`src/rtl/bht_update_queue.sv`:
```
// bht_update_queue: circular buffer of resolved-branch updates feeding the
// branch history table's single write port. An update that lands behind a
// queued update for the same PC inherits that entry's post-update counter
// state. A lookup port lets fetch see the pending state of a branch.
module bht_update_queue #(
   parameter  int ADDR_W = 10,
   parameter  int DEPTH  = 4,
   localparam int PTR_W  = (DEPTH > 1) ? $clog2(DEPTH) : 1,
   localparam int CNT_W  = $clog2(DEPTH + 1)
) (
   input  logic              clk,
   input  logic              rst,
   input  logic              in_valid,
   output logic              in_ready,
   input  logic [ADDR_W-1:0] in_pc_4,
   input  logic [ADDR_W-1:0] in_pc_remote,
   input  logic [1:0]        in_state_old,
   input  logic              in_taken,
   input  logic              hold,
   output logic              upd_en,
   output logic [ADDR_W-1:0] upd_pc_4,
   output logic [ADDR_W-1:0] upd_pc_remote,
   output logic [1:0]        upd_state_old,
   output logic              upd_taken,
   input  logic [ADDR_W-1:0] look_pc_4,
   output logic              look_hit,
   output logic [1:0]        look_state,
   output logic [CNT_W-1:0]  count
);

   typedef struct packed {
      logic [ADDR_W-1:0] pc_4;
      logic [ADDR_W-1:0] pc_remote;
      logic [1:0]        state_old;
      logic              taken;
   } entry_t;

   // 2-bit counter transition; must stay identical to the table's own update.
   function automatic logic [1:0] nx(input logic [1:0] s, input logic t);
      case (s)
         2'b11:   nx = t ? 2'b11 : 2'b10;
         2'b10:   nx = t ? 2'b11 : 2'b00;
         2'b00:   nx = t ? 2'b10 : 2'b01;
         default: nx = t ? 2'b00 : 2'b01;
      endcase
   endfunction

   entry_t           r_mem [DEPTH];
   logic [PTR_W-1:0] r_head;
   logic [PTR_W-1:0] r_tail;
   logic [CNT_W-1:0] r_count;

   logic             w_nonempty;
   logic             w_pop;
   logic             w_enq;
   logic             w_look_hit;
   logic [1:0]       w_look_nx;
   logic             w_chain_hit;
   logic [1:0]       w_chain_nx;
   logic [1:0]       w_store_state;
   entry_t           w_head;

   assign w_nonempty = (r_count != '0);
   assign w_pop      = w_nonempty & ~hold;
   assign in_ready   = (r_count < CNT_W'(DEPTH)) | w_pop;
   assign w_enq      = in_valid & in_ready;

   // Walk occupied entries oldest to newest so the newest match wins, for both
   // the fetch lookup key and the enqueue chaining key. A popping head is
   // still occupied this cycle, so it takes part in both searches.
   always_comb begin
      // NOTE: every variable driven here gets a default first so no latch is inferred.
      w_look_hit  = 1'b0;
      w_look_nx   = 2'b00;
      w_chain_hit = 1'b0;
      w_chain_nx  = 2'b00;
      for (int k = 0; k < DEPTH; k++) begin
         logic [PTR_W-1:0] w_idx;
         w_idx = r_head + PTR_W'(k);
         if (CNT_W'(k) < r_count) begin
            if (r_mem[w_idx].pc_4 == look_pc_4) begin
               w_look_hit = 1'b1;
               w_look_nx  = nx(r_mem[w_idx].state_old, r_mem[w_idx].taken);
            end
            if (r_mem[w_idx].pc_4 == in_pc_4) begin
               w_chain_hit = 1'b1;
               w_chain_nx  = nx(r_mem[w_idx].state_old, r_mem[w_idx].taken);
            end
         end
      end
   end

   assign w_store_state = w_chain_hit ? w_chain_nx : in_state_old;
   assign look_hit      = w_look_hit;
   assign look_state    = w_look_nx;

   // Head entry drives the table port; zeroed when empty so reset shows zeros
   // even though the storage itself is never cleared.
   assign w_head        = r_mem[r_head];
   assign upd_en        = w_pop;
   assign upd_pc_4      = w_nonempty ? w_head.pc_4      : '0;
   assign upd_pc_remote = w_nonempty ? w_head.pc_remote : '0;
   assign upd_state_old = w_nonempty ? w_head.state_old : 2'b00;
   assign upd_taken     = w_nonempty ? w_head.taken     : 1'b0;
   assign count         = r_count;

   // Pointer and occupancy bookkeeping; reset discards all queued updates.
   always_ff @(posedge clk or posedge rst) begin
      if (rst) begin
         // NOTE: sequential state uses non-blocking assignments so every register samples pre-edge values.
         r_head  <= '0;
         r_tail  <= '0;
         r_count <= '0;
      end else begin
         if (w_enq) r_tail <= r_tail + 1'b1;
         if (w_pop) r_head <= r_head + 1'b1;
         r_count <= r_count + CNT_W'(w_enq) - CNT_W'(w_pop);
      end
   end

   // Entry storage written at the tail; a full queue that pops reuses the head slot.
   always_ff @(posedge clk) begin
      // NOTE: storage has no reset; occupancy (head/count) alone decides which entries are valid.
      if (w_enq) begin
         r_mem[r_tail] <= '{pc_4:      in_pc_4,
                            pc_remote: in_pc_remote,
                            state_old: w_store_state,
                            taken:     in_taken};
      end
   end

endmodule

```
`config.mk`:
```
export PLATFORM = sky130hd
export DESIGN_NAME = bht_update_queue
export DESIGN_NICKNAME = d
export VERILOG_FILES = /design/src/rtl/bht_update_queue.sv
export SDC_FILE = /design/constraint.sdc
export NUM_CORES = 1
export LEC_CHECK = 0
export ABC_CLOCK_PERIOD_IN_PS = 5900
export CAP_MARGIN = 30
export CORE_MARGIN = 2
export CORE_UTILIZATION = 25
export DETAILED_ROUTE_END_ITERATION = 7
export HOLD_SLACK_MARGIN = 0.12
export PLACE_DENSITY = 0.42
export SYNTH_ARGS = -nofsm -noshare
export SYNTH_HDL_FRONTEND = slang
export SYNTH_SLANG_ARGS = --single-unit
```
`constraint.sdc`:
```
create_clock -name clk -period 5.9 [get_ports clk]
set_input_delay 1.18 -clock clk [delete_from_list [all_inputs] [get_ports clk]]
set_output_delay 1.18 -clock clk [all_outputs]
set_load 0.005 [all_outputs]
```
==> run metrics, run 1 <==
internal power=2220 µW; nets@finish=613; final WL=17.4 mm; Seq/Total Area, Yosys=46.7%; Die H=163 µm; FFs w/ async S/R, synth=7.07%; final hold viol count=0; width of the die=163 µm; hpwl dp=12.6 mm; clock skew=8.15 ps; area leader, netlist=edfxtp_1; largest net degree at the start of global routing=58; Cell variety after synth=62; DRC=0; Synth Warn #=0; share of the synthesized area in the top cell type=43.9%; Leak Pwr=0.00267 µW; layout filler cell count=2560; antenna violations before repair=0; Initial DRT Pass Iterations=5; final setup vio count=0; I/O pins=68; Routed wire per std cell=19.3 µm; first-pass GRT wire length=26.2 mm; Initial Utilization=25.2%; Relative slew margins=47.9%; net switching fraction of the power=41.2%; Synth Cell Area=6300 µm²; final RePlAce weighted congestion=0.872; clock transition at the registers of the reported paths=70 ps; gr usage total=13.5%; # clock sinks=99; minimum clock period=5130 ps; Resized cells post-CTS=0; Mean Syn Cell Area=12.3 µm²; cts hold-fix bufs=0; worst skew pair latency=360 ps; Setup TNS=0 ps; post-CTS setup buffer count=0; Post-synth EDFFs=92; Antenna Cells=0; FF+latch area=2940 µm²; period utilization=87.0%; critical path arrival=3950 ps; Synthesized Nets=556; Area Overhead vs Synth=20.2%; commonest non-fill, non-tap cell in the layout=edfxtp_1; core area=25000 µm²; PwrDens=498 nW/µm²; sequential share of power=28.0%; actual slew at the worst max-slew pin=782 ps; RSZ-0062 raised after global routing=false; area of the multi-input gates=3130 µm²; combinational share of power=56.4%; vias in the first global route=4287; clock share of power=15.6%; site row count=58; share of cells above drive strength 1=14.3%; kind of critical path=reg2out; worst-path fanout max=50; top cells by area, synth=edfxtp_1 44%, mux2i_1 9.1%, xor2_1 6.1%, xnor2_1 6.0%, mux2_2 4.8%; CP startpoint kind=flop; CTS Root Cell=clkbuf_16; PortBufs=67; max_cap viols=0; Yosys reg bits=99; Routed Antenna Nets=0; H-tree depth=3; GRT Residual Overflow=0; CTS tree=yes; ys flop type=edfxtp_1; Clock Tree Buf Depth=2; drt first-iter violations=250; Crit. End Element=primary output; Vias=4185; Fmax=0.195 GHz; Pwr Total=3770 µW; Worst Path Required=4720 ps; status=finished clean; net switching power=1550 µW; die area=26500 µm²; min-delay worst type=reg2reg; Num CTS Buffers=9; Mapped Cells=510; Vias/cell=4.64; count of pins over their slew limit=0; commonest cells after routing, fill and taps aside=92 x edfxtp_1, 67 x clkdlybuf4s50_1, 57 x mux2i_1; maximum VDD drop=192 µV
==> synth_stat cells (2+ instances only) <==
cell type and n:
clkbuf_1 13, nor3_1 10, edfxtp_1 92, xnor2_1 43, a21oi_1 14, o21ai_1 2
or4_1 2, mux4_2 13, buf_2 8, dfrtp_1 7, xor2_1 44, o22ai_1 5
mux2i_2 2, nor2b_1 17, inv_1 13, nand2_1 26, and3_1 4, clkinv_1 2
nand3b_1 2, buf_12 2, mux2_2 27, ha_1 8, mux2i_4 2, a22oi_1 2
mux2i_1 57, nor2_1 20, nand4_1 10, o21ai_0 15, o2bb2ai_1 2, nor4_1 3
buf_6 4, nand3_1 7, mux2_1 2, a21o_1 2
==> metal layers <==
metal | track usage (%) | up-vias | share of wire, %
met1 | 17.6 | 2080 | 47
li1 | - | 1995 | -
met2 | 22.3 | 93 | 48
met3 | 2.29 | 17 | 3.6
met4 | 5.23 | 0 | 2.2
met5 | 0 | - | 0
==> worst max-delay path: stages (launching register included) <==
cell and delay, ps:
dfrtp_4 910, mux2_2 450, mux2i_1 360, xor2_1 280, nand4_1 110, nor3_1 390, nor2b_1 230, a221o_1 160
o2bb2ai_1 130, clkdlybuf4s50_1 520
==> final cells by class <==
type / count / area share [%]
multi-input combinational: 367 / 41.4
sequential: 99 / 38.9
timing repair buffer: 74 / 9.61
tap: 330 / 5.46
clock buffer: 9 / 2.98
clock inverter: 7 / 0.893
inverter: 16 / 0.794
==> sequential cells by signal (all words and copies together), names as in the netlist <==
name / count
r_head: 2
r_mem: 92
r_tail: 2
count: 3
==> stage by stage <==
stage | setup slack, ps | std cells | area [µm²] | hold WS (ps) | util (%)
detailed placement | 881 | 886 | 7270 | 601 | 29.1
finish | 765 | 902 | 7570 | 606 | 30.3
global route | 531 | 902 | 7570 | 652 | 30.3
CTS | 761 | 902 | 7570 | 619 | 30.3
floorplan | 2160 | 510 | 6300 | 545 | -
global placement | 869 | 885 | 7260 | 602 | 29.1
==> cells by family after synthesis <==
group	Yosys count	share of synthesized area, %
AOI/OAI and AO/OA	55	5.51
xor gates and xnor gates	87	12.1
adders and majority gates	9	1.91
buffers and inverters	44	3.78
DFF	99	46.7
muxes	104	20.3
and+or+nand+nor	112	9.76
==> power groups by stage <==
stage	sequential (µW)	combinational [µW]	clock, µW
floorplan	976	1510	0
global placement	1070	2140	0
detailed placement	1080	2150	0
CTS	1060	2160	606
global route	1080	2310	628
finish	1060	2120	587
==> final timing paths <==
| check | start | end | slack, ps | cells past startpoint |
|---|---|---|---|---|
| max | r_head[0]$_DFFE_PP0P_ | look_state[0] | 770 | 9 |
| min | count[0]$_DFF_PP0_ | count[0]$_DFF_PP0_ | 610 | 1 |
| max reg2reg | r_head[0]$_DFFE_PP0P_ | r_mem[1][1]$_DFFE_PP_ | 2230 | 8 |
| min reg2reg | count[0]$_DFF_PP0_ | count[0]$_DFF_PP0_ | 610 | 1 |
| max in group asynchronous | rst | r_head[0]$_DFFE_PP0P_ | 4570 | 2 |
| min in group asynchronous | rst | r_tail[1]$_DFFE_PP0P_ | 1070 | 2 |
Note: power is estimated with default switching activity, not from simulation.
==> run 2, diff against run 1 <==
Settings changed: CORE_ASPECT_RATIO set to 1.1.
==> run 2 against run 1 <==
Net effect: core utilization is 0.42 points higher; hold slack better by 2.2 ps; clock-buffer cell count stayed put; final cell count is 2.2% lower; die area hardly changed; first-iteration DRC count is 4.8% lower; clock skew is 1.8 ps higher; final area hardly changed; sequential share of layout area hardly changed; power is 0.49% higher; clock power is 4.3% higher; routed wire length is 1.4% lower; highest routed layer unchanged.
==> run metrics, run 2 (synthesized netlist as in run 1, its figures left out) <==
GRT Residual Overflow=0 (unchanged); largest net degree at the start of global routing=58 (unchanged); vias in the first global route=4411 (+2.9%); final hold viol count=0 (unchanged); Crit. End Element=primary output; Initial DRT Pass Iterations=4 (-1); Routed Antenna Nets=0 (unchanged); actual slew at the worst max-slew pin=761 ps (-20.5 ps); DRC=0 (unchanged); Vias/cell=4.70 (+1.3%); count of pins over their slew limit=0 (unchanged); Vias=4147 (-0.91%); PortBufs=67 (unchanged); status=finished clean; Clock Tree Buf Depth=2 (unchanged); gr usage total=13.4% (-0.037 points); worst-path fanout max=39 (-22%); Initial Utilization=25.6% (+0.35 points); met1 Track Usage GR=17.0% (-0.54 points); kind of critical path=reg2out; fin util=30.7% (+0.42 points); most used routing layer in global routing=met2; Routed wire per std cell=19.5 µm (+0.86%); core area=24600 µm² (-1.4%); period utilization=86.4% (-0.66 points); final setup vio count=0 (unchanged); Worst Path Required=4720 ps (about the same); max FFs per register=92 (unchanged); grt met3 use=2.29% (unchanged); min-delay worst type=reg2reg; drt first-iter violations=238 (-4.8%); clock skew=9.92 ps (+1.77 ps); site row count=60 (+3.4%); first-pass GRT wire length=26.4 mm (+0.84%); final WL=17.2 mm (-1.4%); die area=26500 µm² (about the same); maximum VDD drop=160 µV (-17%); hpwl dp=12.5 mm (-0.59%); commonest non-fill, non-tap cell in the layout=edfxtp_1; layout filler cell count=2518 (-1.6%); PwrDens=500 nW/µm² (+0.47%); Resized cells post-CTS=0 (unchanged); critical path arrival=3920 ps (-30 ps); clock transition at the registers of the reported paths=80 ps (about the same); cts hold-fix bufs=0 (unchanged); CTS Root Cell=clkbuf_16; # clock sinks=99 (unchanged); CTS tree=yes; CP startpoint kind=flop; Relative slew margins=49.2% (+1.4 points); width of the die=155 µm (-4.5%); I/O pins=68 (unchanged); Antenna Cells=0 (unchanged); Area Overhead vs Synth=20.2% (about the same); Num CTS Buffers=9 (unchanged); minimum clock period=5100 ps (-39.1 ps); Reg with most FFs=r_mem; antenna violations before repair=0 (unchanged); final RePlAce weighted congestion=0.817 (-6.3%); share of cells above drive strength 1=14.3% (unchanged); Fmax=0.196 GHz (+0.77%); RSZ-0062 raised after global routing=false; Setup TNS=0 ps (unchanged); max_cap viols=0 (unchanged); met2 usage=23.6% (+1.3 points); commonest cells after routing, fill and taps aside=92 x edfxtp_1, 67 x clkdlybuf4s50_1, 57 x mux2i_1; worst skew pair latency=360 ps (about the same); Die H=170 µm (+4.8%); Leak Pwr=0.00268 µW (+0.29%); nets@finish=613 (unchanged); FF-to-FF setup slack=2320 ps (+90 ps); H-tree depth=3 (unchanged); post-CTS setup buffer count=0 (unchanged)
run 2: worst paths after layout:
check	end	startpoint	cells after the start
worst max-delay path	look_state[0]	r_head[0]$_DFFE_PP0P_	9
worst min-delay path	count[0]$_DFF_PP0_	count[0]$_DFF_PP0_	1
worst max register to register	r_mem[2][2]$_DFFE_PP_	r_head[0]$_DFFE_PP0P_	9
worst min register to register	count[0]$_DFF_PP0_	count[0]$_DFF_PP0_	1
max in group asynchronous	r_head[0]$_DFFE_PP0P_	rst	2
min in group asynchronous	r_head[0]$_DFFE_PP0P_	rst	2
run 2: layout make-up:
| class | instances | area [µm²] | share of cell area (%) |
|---|---|---|---|
| Timing Repair Buffer | 74 | 727 | 9.61 |
| Sequential cell | 99 | 2940 | 38.9 |
| Multi-Input combinational cell | 367 | 3130 | 41.4 |
| Tap cell | 310 | 388 | 5.13 |
| Clock buffer | 9 | 225 | 2.98 |
| Inverter | 16 | 60.1 | 0.794 |
| Clock inverter | 7 | 93.8 | 1.24 |
run 2: per-stage QoR:
stage / std cells / power [µW] / hold slack (ps) / area (µm²) / worst slack [ps]
finish: 882 / 3790 / 608 / 7570 / 805
global route: 882 / 4050 / 656 / 7570 / 557
CTS: 882 / 3840 / 629 / 7570 / 730
detailed placement: 866 / 3210 / 611 / 7250 / 869
global placement: 865 / 3210 / 610 / 7240 / 848
floorplan: 510 / 2480 / 545 / 6300 / 2160
run 2: worst max-delay path: stages, from the launching register on:
cell,delay (ps)
dfrtp_4,800
buf_4,310
mux2i_1,430
mux2_2,270
xor2_1,160
nand4_1,110
nor3_1,510
a221o_1,200
o2bb2ai_1,160
clkdlybuf4s50_1,550
run 2: metal layers:
metal | wire (µm) | vias up
met3 | 532 | 13
li1 | - | 2000
met4 | 230 | 0
met1 | 7670 | 2064
met2 | 8720 | 70
met5 | 0 | -
run 2: power by group:
| group | switching [µW] | total, µW | internal, µW | leakage (µW) |
|---|---|---|---|---|
| sequential | 122 | 1040 | 916 | 0.000921 |
| combinational | 1130 | 2140 | 1000 | 0.00161 |
| clock | 306 | 612 | 306 | 0.000153 |
==> run 3, diff against run 2 <==
Settings changed: ABC_CLOCK_PERIOD_IN_PS 5900 to 5350, SLEW_MARGIN set to 20.
Clock period 5.9 ns to 5.35 ns, I/O delays scaled along.
==> run 3 against run 2 <==
Net effect: power is 11% higher; clock skew is 0.81 ps higher; final area is 0.35% higher; flip-flop and latch count stayed put; first-iteration DRC count is 15% lower; largest cell class unchanged; worst setup slack worse by 320 ps; sequential power is 9.6% higher; final cell count is 0.45% higher; combinational power is 11% higher; highest routed layer unchanged; die area stayed put; core utilization is 0.11 points higher.
==> run metrics, run 3 (synthesized netlist as in run 1, its figures left out) <==
PortBufs=67 (unchanged); Vias/cell=4.68 (-0.55%); core area=24600 µm² (unchanged); Clock Tree Buf Depth=2 (unchanged); Crit. End Element=primary output; Initial Utilization=25.6% (unchanged); kind of critical path=reg2out; status=finished clean; H-tree depth=3 (unchanged); Vias=4143 (-0.096%); CTS Root Cell=clkbuf_16; minimum clock period=4860 ps; CTS tree=yes; Setup TNS=0 ps (unchanged); final hold viol count=0 (unchanged); FF+latch area=2940 µm² (unchanged); period utilization=90.9%; GRT Residual Overflow=0 (unchanged); commonest non-fill, non-tap cell in the layout=edfxtp_1; Fmax=0.206 GHz; actual slew at the worst max-slew pin=781 ps (+19.7 ps); post-CTS setup buffer count=0 (unchanged); Reg with most FFs=r_mem; nets@finish=617 (+0.65%); largest net degree at the start of global routing=58 (unchanged); drt first-iter violations=202 (-15%); pre-CTS setup slack=524 ps (-344 ps); min-delay worst type=reg2reg; Pwr Total=4210 µW (+11%); layout filler cell count=2503 (-0.60%); die area=26500 µm² (unchanged); maximum VDD drop=228 µV (+43%); hpwl dp=12.7 mm (+1.4%); RSZ-0062 raised after global routing=false; max FFs per register=92 (unchanged); max_cap viols=0 (unchanged); Initial DRT Pass Iterations=5 (+1); count of pins over their slew limit=0 (unchanged); site row count=60 (unchanged); Leak Pwr=0.00270 µW (+0.71%); width of the die=155 µm (unchanged); Die H=170 µm (unchanged); Num CTS Buffers=9 (unchanged); clock skew=10.7 ps (+0.813 ps); worst skew pair latency=360 ps (about the same); I/O pins=68 (unchanged); cts hold-fix bufs=0 (unchanged); CP startpoint kind=flop; DRC=0 (unchanged); clock transition at the registers of the reported paths=80 ps (about the same); final setup vio count=0 (unchanged); Worst Path Required=4280 ps (-440 ps); final RePlAce weighted congestion=0.889 (+8.8%); Routed Antenna Nets=0 (unchanged); final WL=17.4 mm (+1.2%); critical path arrival=3790 ps (-130 ps); Antenna Cells=0 (unchanged); Routed wire per std cell=19.6 µm (+0.70%); vias in the first global route=4474 (+1.4%); area of the multi-input gates=3130 µm² (unchanged); Relative slew margins=47.9% (-1.3 points); PwrDens=555 nW/µm² (+11%); Area Overhead vs Synth=20.6%; final setup margin=489 ps (-315 ps); antenna violations before repair=0 (unchanged); Resized cells post-CTS=0 (unchanged); first-pass GRT wire length=26.3 mm (-0.54%); commonest cells after routing, fill and taps aside=92 x edfxtp_1, 67 x clkdlybuf4s50_1, 57 x mux2i_1; worst-path fanout max=39 (unchanged); share of cells above drive strength 1=14.9% (+0.59 points); gr usage total=13.5% (+0.049 points); # clock sinks=99 (unchanged)
run 3: final timing paths:
check	start	to	slack (ps)	cells after the start
max	r_head[0]$_DFFE_PP0P_	look_state[1]	490	9
min	count[0]$_DFF_PP0_	count[0]$_DFF_PP0_	620	1
max reg2reg	r_head[0]$_DFFE_PP0P_	r_mem[0][1]$_DFFE_PP_	1920	9
min reg2reg	count[0]$_DFF_PP0_	count[0]$_DFF_PP0_	620	1
max in group asynchronous	rst	r_head[0]$_DFFE_PP0P_	4100	2
min in group asynchronous	rst	count[2]$_DFF_PP0_	990	2
run 3: layout make-up:
cell class / instances / area share, %
clock buffer: 9 / 2.97
clock inverter: 7 / 1.24
inverter: 16 / 0.791
multi-input combinational: 367 / 41.2
sequential: 99 / 38.8
tap: 310 / 5.11
timing repair buffer: 78 / 9.92
run 3: metal layers:
layer	track usage, %	up-vias	wire (µm)
li1	-	1995	-
met1	16.4	2047	7660
met2	24.0	76	8830
met3	1.86	25	418
met4	5.35	0	446
met5	0	-	0
run 3: through the flow:
| step | std cells | instance area (µm²) | utilization (%) | hold slack [ps] |
|---|---|---|---|---|
| global route | 886 | 7590 | 30.8 | 655 |
| detailed placement | 870 | 7270 | 29.5 | 615 |
| floorplan | 510 | 6300 | - | 545 |
| global placement | 869 | 7270 | 29.5 | 614 |
| CTS | 886 | 7590 | 30.8 | 632 |
| finish | 886 | 7590 | 30.8 | 620 |
run 3: report_power, final:
group / leakage, µW / switching (µW) / internal [µW] / total, µW
registers: 0.000921 / 134 / 1010 / 1140
logic: 0.00163 / 1270 / 1120 / 2380
clock network: 0.000153 / 346 / 338 / 684
run 3: critical path, cell delays in order (launching register included):
cell	delay, ps
dfrtp_4	790
mux2_2	440
mux2i_1	400
xor2_1	270
nand4_1	150
nor3_1	270
nor2b_1	220
a221oi_1	100
o22ai_1	210
clkdlybuf4s50_1	550
